File: config.mk
export PLATFORM = sky130hd
export DESIGN_NAME = fifo_uart_tx
export DESIGN_NICKNAME = d
export VERILOG_FILES = /design/src/rtl/fifo_uart_tx.sv
export SDC_FILE = /design/constraint.sdc
export NUM_CORES = 1
export LEC_CHECK = 0
export ABC_AREA = 1
export ABC_CLOCK_PERIOD_IN_PS = 1800
export CORE_AREA = 3 3 51 53
export CTS_BUF_LIST = sky130_fd_sc_hd__clkbuf_8
export DETAILED_ROUTE_END_ITERATION = 8
export DIE_AREA = 0 0 54 56
export GPL_ROUTABILITY_DRIVEN = 0
export PLACE_DENSITY_LB_ADDON = 0.12
export SLEW_MARGIN = 20
export SYNTH_ARGS = -nofsm -noshare
export SYNTH_HDL_FRONTEND = slang
export SYNTH_SLANG_ARGS = --single-unit
File: constraint.sdc
create_clock -name rclk -period 1.8 [get_ports rclk]
set_input_delay 0.27 -clock rclk [delete_from_list [all_inputs] [get_ports rclk]]
set_output_delay 0.27 -clock rclk [all_outputs]
set_load 0.05 [all_outputs]
File: src/rtl/fifo_uart_tx.sv
// ---------------------------------------------------------------------------
// fifo_uart_tx
//
// Purpose
//   Pulls bytes from the read side of a FIFO and serialises each one as an
//   8N1 UART frame: start bit (0), eight data bits LSB first, stop bit (1).
//   A new byte is requested only while idle, so a frame is never disturbed
//   by activity on the FIFO flags.
//
// Optional feature
//   FIFO_UART_TX_PARITY_EN : when defined, an even-parity bit (XOR of the
//   eight data bits) is inserted between the last data bit and the stop bit.
//   When undefined there is no parity state and no parity logic.
//
// Parameters
//   CLKS_PER_BIT : rclk cycles per serial bit (2..65535), default 16.
//
// Ports
//   rclk      in   single clock, all state changes on its rising edge
//   rrst      in   asynchronous active-high reset
//   empty     in   FIFO empty flag (read side)
//   fifo_dout in   FIFO registered read data, valid the cycle after a read
//   ren       out  FIFO read enable (combinational, only ever high in IDLE)
//   tx        out  serial line, registered, idles high
//   busy      out  high in every state except IDLE
//   tx_done   out  one-cycle pulse in the final cycle of each stop bit
//
// Handshake
//   The FIFO read is a single-cycle request: ren = IDLE && !empty (and not
//   in reset).  The edge at which ren is high is the accepted read; the byte
//   appears on fifo_dout during the following (LOAD) cycle and is captured
//   at the edge that closes LOAD.  No back-pressure exists toward the FIFO.
//
// State visibility
//   The FSM state lives in state_q (type state_t) so that checkers can
//   bind to it hierarchically without widening the port list.
// ---------------------------------------------------------------------------
module fifo_uart_tx #(
    parameter int CLKS_PER_BIT = 16
) (
    input  logic       rclk,
    input  logic       rrst,
    input  logic       empty,
    input  logic [7:0] fifo_dout,
    output logic       ren,
    output logic       tx,
    output logic       busy,
    output logic       tx_done
);

    // A one-bit counter is still needed when CLKS_PER_BIT would give a
    // zero-width $clog2; the legal range starts at 2 so this never bites
    // in practice but keeps the declaration well formed.
    localparam int CNT_W = (CLKS_PER_BIT > 1) ? $clog2(CLKS_PER_BIT) : 1;
    localparam logic [CNT_W-1:0] CNT_LAST = CNT_W'(CLKS_PER_BIT - 1);

    typedef enum logic [2:0] {
        ST_IDLE   = 3'd0,
        ST_LOAD   = 3'd1,
        ST_START  = 3'd2,
        ST_DATA   = 3'd3,
        ST_STOP   = 3'd4
`ifdef FIFO_UART_TX_PARITY_EN
        , ST_PARITY = 3'd5
`endif
    } state_t;

    state_t           state_q, state_d;
    logic [CNT_W-1:0] cnt_q,   cnt_d;    // rclk cycles within current bit
    logic [2:0]       bit_q,   bit_d;    // data bit index 0..7
    logic [7:0]       shift_q, shift_d;  // bit 0 is the data bit on the line
    logic             tx_q,    tx_d;
`ifdef FIFO_UART_TX_PARITY_EN
    logic             parity_q, parity_d;
`endif

    logic bit_end;

    // Last cycle of the bit currently on the line.
    assign bit_end = (cnt_q == CNT_LAST);

    // The read request is gated by reset so the FIFO is never popped while
    // the transmitter is held, whatever empty does.
    assign ren     = (state_q == ST_IDLE) && !empty && !rrst;
    assign busy    = (state_q != ST_IDLE);
    assign tx_done = (state_q == ST_STOP) && bit_end;
    assign tx      = tx_q;

    // -----------------------------------------------------------------------
    // Next-state, counters and datapath
    // -----------------------------------------------------------------------
    always_comb begin
        state_d  = state_q;
        cnt_d    = cnt_q;
        bit_d    = bit_q;
        shift_d  = shift_q;
`ifdef FIFO_UART_TX_PARITY_EN
        parity_d = parity_q;
`endif

        case (state_q)
            ST_IDLE: begin
                cnt_d = '0;
                bit_d = '0;
                if (ren) begin
                    state_d = ST_LOAD;
                end
            end

            // fifo_dout is valid during this cycle only; grab it here.
            ST_LOAD: begin
                cnt_d   = '0;
                bit_d   = '0;
                shift_d = fifo_dout;
`ifdef FIFO_UART_TX_PARITY_EN
                parity_d = ^fifo_dout;
`endif
                state_d = ST_START;
            end

            ST_START: begin
                if (bit_end) begin
                    cnt_d   = '0;
                    state_d = ST_DATA;
                end else begin
                    cnt_d = cnt_q + CNT_W'(1);
                end
            end

            ST_DATA: begin
                if (bit_end) begin
                    cnt_d   = '0;
                    shift_d = {1'b0, shift_q[7:1]};
                    if (bit_q == 3'd7) begin
                        bit_d = '0;
`ifdef FIFO_UART_TX_PARITY_EN
                        state_d = ST_PARITY;
`else
                        state_d = ST_STOP;
`endif
                    end else begin
                        bit_d = bit_q + 3'd1;
                    end
                end else begin
                    cnt_d = cnt_q + CNT_W'(1);
                end
            end

`ifdef FIFO_UART_TX_PARITY_EN
            ST_PARITY: begin
                if (bit_end) begin
                    cnt_d   = '0;
                    state_d = ST_STOP;
                end else begin
                    cnt_d = cnt_q + CNT_W'(1);
                end
            end
`endif

            ST_STOP: begin
                if (bit_end) begin
                    cnt_d   = '0;
                    state_d = ST_IDLE;
                end else begin
                    cnt_d = cnt_q + CNT_W'(1);
                end
            end

            default: begin
                cnt_d   = '0;
                bit_d   = '0;
                state_d = ST_IDLE;
            end
        endcase
    end

    // -----------------------------------------------------------------------
    // Line value: derived from the *next* state so the registered tx lines up
    // exactly with the state it belongs to (no one-cycle lag, no glitches).
    // -----------------------------------------------------------------------
    always_comb begin
        tx_d = 1'b1;
        case (state_d)
            ST_START:  tx_d = 1'b0;
            ST_DATA:   tx_d = shift_d[0];
`ifdef FIFO_UART_TX_PARITY_EN
            ST_PARITY: tx_d = parity_q;
`endif
            ST_STOP:   tx_d = 1'b1;
            default:   tx_d = 1'b1;
        endcase
    end

    // -----------------------------------------------------------------------
    // State registers.  Reset is asynchronous so a reset mid-frame returns
    // the line high immediately and drops the partial byte.
    // -----------------------------------------------------------------------
    always_ff @(posedge rclk or posedge rrst) begin
        if (rrst) begin
            state_q <= ST_IDLE;
            cnt_q   <= '0;
            bit_q   <= '0;
            shift_q <= '0;
            tx_q    <= 1'b1;
        end else begin
            state_q <= state_d;
            cnt_q   <= cnt_d;
            bit_q   <= bit_d;
            shift_q <= shift_d;
            tx_q    <= tx_d;
        end
    end

`ifdef FIFO_UART_TX_PARITY_EN
    always_ff @(posedge rclk or posedge rrst) begin
        if (rrst) begin
            parity_q <= 1'b0;
        end else begin
            parity_q <= parity_d;
        end
    end
`endif

endmodule

==> summary.md <==
| Metric | Value |
|---|---|
| Status | complete, no violations |
| Final Cycle Share | 93.7% |
| Die Width | 54 um |
| Starting Density | 44.5% |
| Max incr delay on CP | 400 ps |
| Hpwl dp | approximately 1400 um |
| Yosys reg bits | 19 |
| Sw Pwr | between 150 and 200 uW |
| Fin cells | 157 |
| Ant diodes | 0 |
| Overall power | 781 uW |
| Worst Max-Slew Pin Slew | 253 ps |
| Cells along the critical path | ha_1 -> nand2_1 -> inv_1 -> nand2_2 -> nor2_4 -> buf_12 |
| DRC | 0 |
| Final wirelength | 1790 um |
| Global-route usage over all layers | 14.7% |
| Top cell type by total area after synthesis | dfrtp_1 |
| H-tree Lvls | 1 |
| Setup bufs post-CTS | 0 |
| Vert. Die Dim | 56 um |
| Arrival time at the worst endpoint | between 1000 and 1500 ps |
| Internal Pwr Total | 616 uW |
| Fin area | 1240 um^2 |
| Placed cell areas | 1180 um^2 |
| I/O Buffers | 14 |
| CP Max Fanout | 4 |
| RR Endpoint | shift_q[5]$_DFFE_PP0P_ |
| Dpl ws | 327 ps |
| CTS tree | done |
| Setup Skew | approximately 7.7 ps |
| Sequential share of the synthesized area | between 40 and 50% |
| Via count | 773 |
| Slew Viols, Final | 0 |
| I/O pin cnt | 15 |
| Yosys top cell area share | a little under half |
| HP Class | input pin to async pin |
| Post-Synth Simple-Gate Area | 34.7% |
| Worst-path clk slew | around 70 ps |
| CP startpoint kind | register |
| DR pass1 iterations | 4 |
| Reg power frac | 56.3% |
| CTS buffer count | 3 |
| Grt ovf | 0 |
| Syn_area_per_cell | roughly 8.9 um^2 |
| Share of cells above drive strength 1 | 22.5% |
| Worst endpoint required time | 1530 ps |
| Clk Tree Root Cell | clkbuf_8 |
| DR iter-0 viols | 17 |
| Final setup margin | about 110 ps |
| Routed len/inst | 11.4 um |
| Synth Area in Compound Gates | under 10% |
| Latest clock arrival within the worst-skew pair | 260 ps |
| Die area | 3020 um^2 |
| Crit path buffers/inverters | 2 |
| Cell count after synthesis | 110 |
| Max-Cap Viols | 0 |
| Synth Area in Adders | 3.85% |
| Hold Vio Cnt, Final | 0 |
| Critical path class | register to primary output |
| Slowest CP cell | dfrtp_1 |
| Total negative slack | 0 ps |
| Clock Power Share | between 30% and 40% |
| Peak Freq | 593 MHz |
| Initial antenna violation count | 0 |
| Final net count | 144 |
| Vias in the first global route | 794 |
| Main combinational cell family by area after synthesis | simple AND/OR/NAND/NOR gates |
| First-pass GRT wire length | about 3300 um |
| # resized after CTS | 0 |
| Final Setup Violations | 0 |
| Post-CTS Hold Fix Bufs | 0 |
| Static Leak | 0.000620 uW |
| Switching share of power | 21.1% |
| Via density | ~4.9 |
| Yosys cell types | 21 |
| Worst reg2reg path depth | 7 |
| Synth-to-layout area growth | 27.1% |
| Syn Nets | ~120 |
| Maximum vdd drop | 0.512 mV |
| R2r setup slk | 430 ps |
| Dpl cells | 153 |
| Rel. slew slack | roughly 83% |
| Synth top area cells | dfrtp_1 46%, nand2_1 11%, nor2_1 4.2%, nand3_2 4.1%, a22oi_1 3.9% |
| Power per cell area | ~630 nW/um^2 |
| Maximum clock path buffer count | 2 |
| Synth Cell Area | between 900 and 1000 um^2 |
| Reg-to-Reg Start | cnt_q[0]$_DFF_PP0_ |
| Clock sinks | 19 |
| CP endpoint kind | primary output |
| YS warnings | 0 |
| Gate power share | 6.2% |
| RSZ-0062 raised after global routing | false |
| Period minus WS final | about 1700 ps |
| Proportion of synthesized area in mux cells | 0% |
| # rows | 17 |
| Largest net degree at the start of global routing | 20 |
| Core ar. | 2190 um^2 |
| Crit path max-delay family | flip-flops |
| Post-Synth XOR/XNOR Area | 0% |
| Detail Route Antenna Nets | 0 |
==> layout make-up <==
type	instances	area, um^2
Clock inverter	1	5.00
Tap cell	28	35.0
Multi-Input combinational cell	77	453
Timing Repair Buffer	15	175
Clock buffer	3	41.3
Sequential cell	19	477
Fill cell	211	952
Inverter	14	52.6
==> worst reg2reg max path, stage by stage, from the launching register on <==
cell and delay, ps:
dfrtp_1 400, ha_1 220, nand2_1 120, inv_1 90, nand2_2 130, nand2_4 90, a21oi_1 140, nor2_1 70
==> cells in the mapped netlist <==
library cell,n
dfstp_2,1
nand2_4,3
dfrtp_1,18
a21oi_1,2
nor2_4,1
nor3_2,1
o22ai_1,2
ha_1,3
inv_2,4
inv_1,10
nand3_2,4
a22oi_1,5
nand2_2,3
nand2_1,28
o21ai_0,2
nor3_1,2
nor2_2,1
nor2_8,1
nor2_1,11
nand3_1,7
nand4_1,1
==> power by group through the flow <==
stage	clock, uW	combinational (uW)	sequential, uW
3_3_place_gp	0	48.7	448
2_1_floorplan	0	15.2	451
4_1_cts	305	49.3	440
3_5_place_dp	0	49.2	448
5_1_grt	326	53.0	440
6_report	293	48.2	440
==> per-stage QoR <==
step                      hold WS, ps  util, %
after floorplan                   220        -
after global routing              383     56.5
after detailed placement          468     54.1
final                             363     56.5
after global placement            453     54.1
after CTS                         368     56.2
==> kinds of logic (layout without fill, tap and decap cells) <==
group | after synthesis | count (layout)
AND/OR/NAND/NOR | 63 | 63
buffers and inverters | 14 | 33
AO/OA/AOI/OAI | 11 | 11
flip-flops | 19 | 19
adder cells (fa/ha/maj) | 3 | 3
==> layout by cell type, fill, tap and decap left out <==
cell type	instances
ha_1	3
nor2_8	1
nand2_2	3
nor3_2	1
o21ai_0	2
inv_1	10
nand3_2	4
nand2_1	28
o22ai_1	2
nand2_4	3
nor2_2	1
clkinv_2	1
nor2_1	10
nor3_1	2
dfstp_2	1
nand3_1	7
inv_2	4
clkbuf_8	3
buf_4	2
nor2_4	2
a21oi_1	2
dfrtp_1	18
clkdlybuf4s50_1	10
nand4_1	1
buf_12	3
a22oi_1	5
==> registers in the layout (all words and copies together), names as in the netlist <==
register,count
shift_q,8
cnt_q,4
bit_q,3
state_q,3
tx,1
==> per-layer routing <==
layer,vias up,track usage (%),part of all wire (%)
met3,2,3.49,4.2
met4,0,7.12,0.67
met5,-,0,0
li1,392,-,-
met2,13,22.8,50
met1,366,18.5,45
==> how the worst max path moves through the flow <==
stage                            start       to  depth (start not counted)
floorplan           cnt_q[0]$_DFF_PP0_  tx_done                          5
global placement    cnt_q[0]$_DFF_PP0_  tx_done                          6
detailed placement  cnt_q[0]$_DFF_PP0_  tx_done                          6
CTS                 cnt_q[0]$_DFF_PP0_  tx_done                          6
global route        cnt_q[0]$_DFF_PP0_  tx_done                          6
finish              cnt_q[0]$_DFF_PP0_  tx_done                          6
No activity file was read; power rests on OpenSTA's default activity.
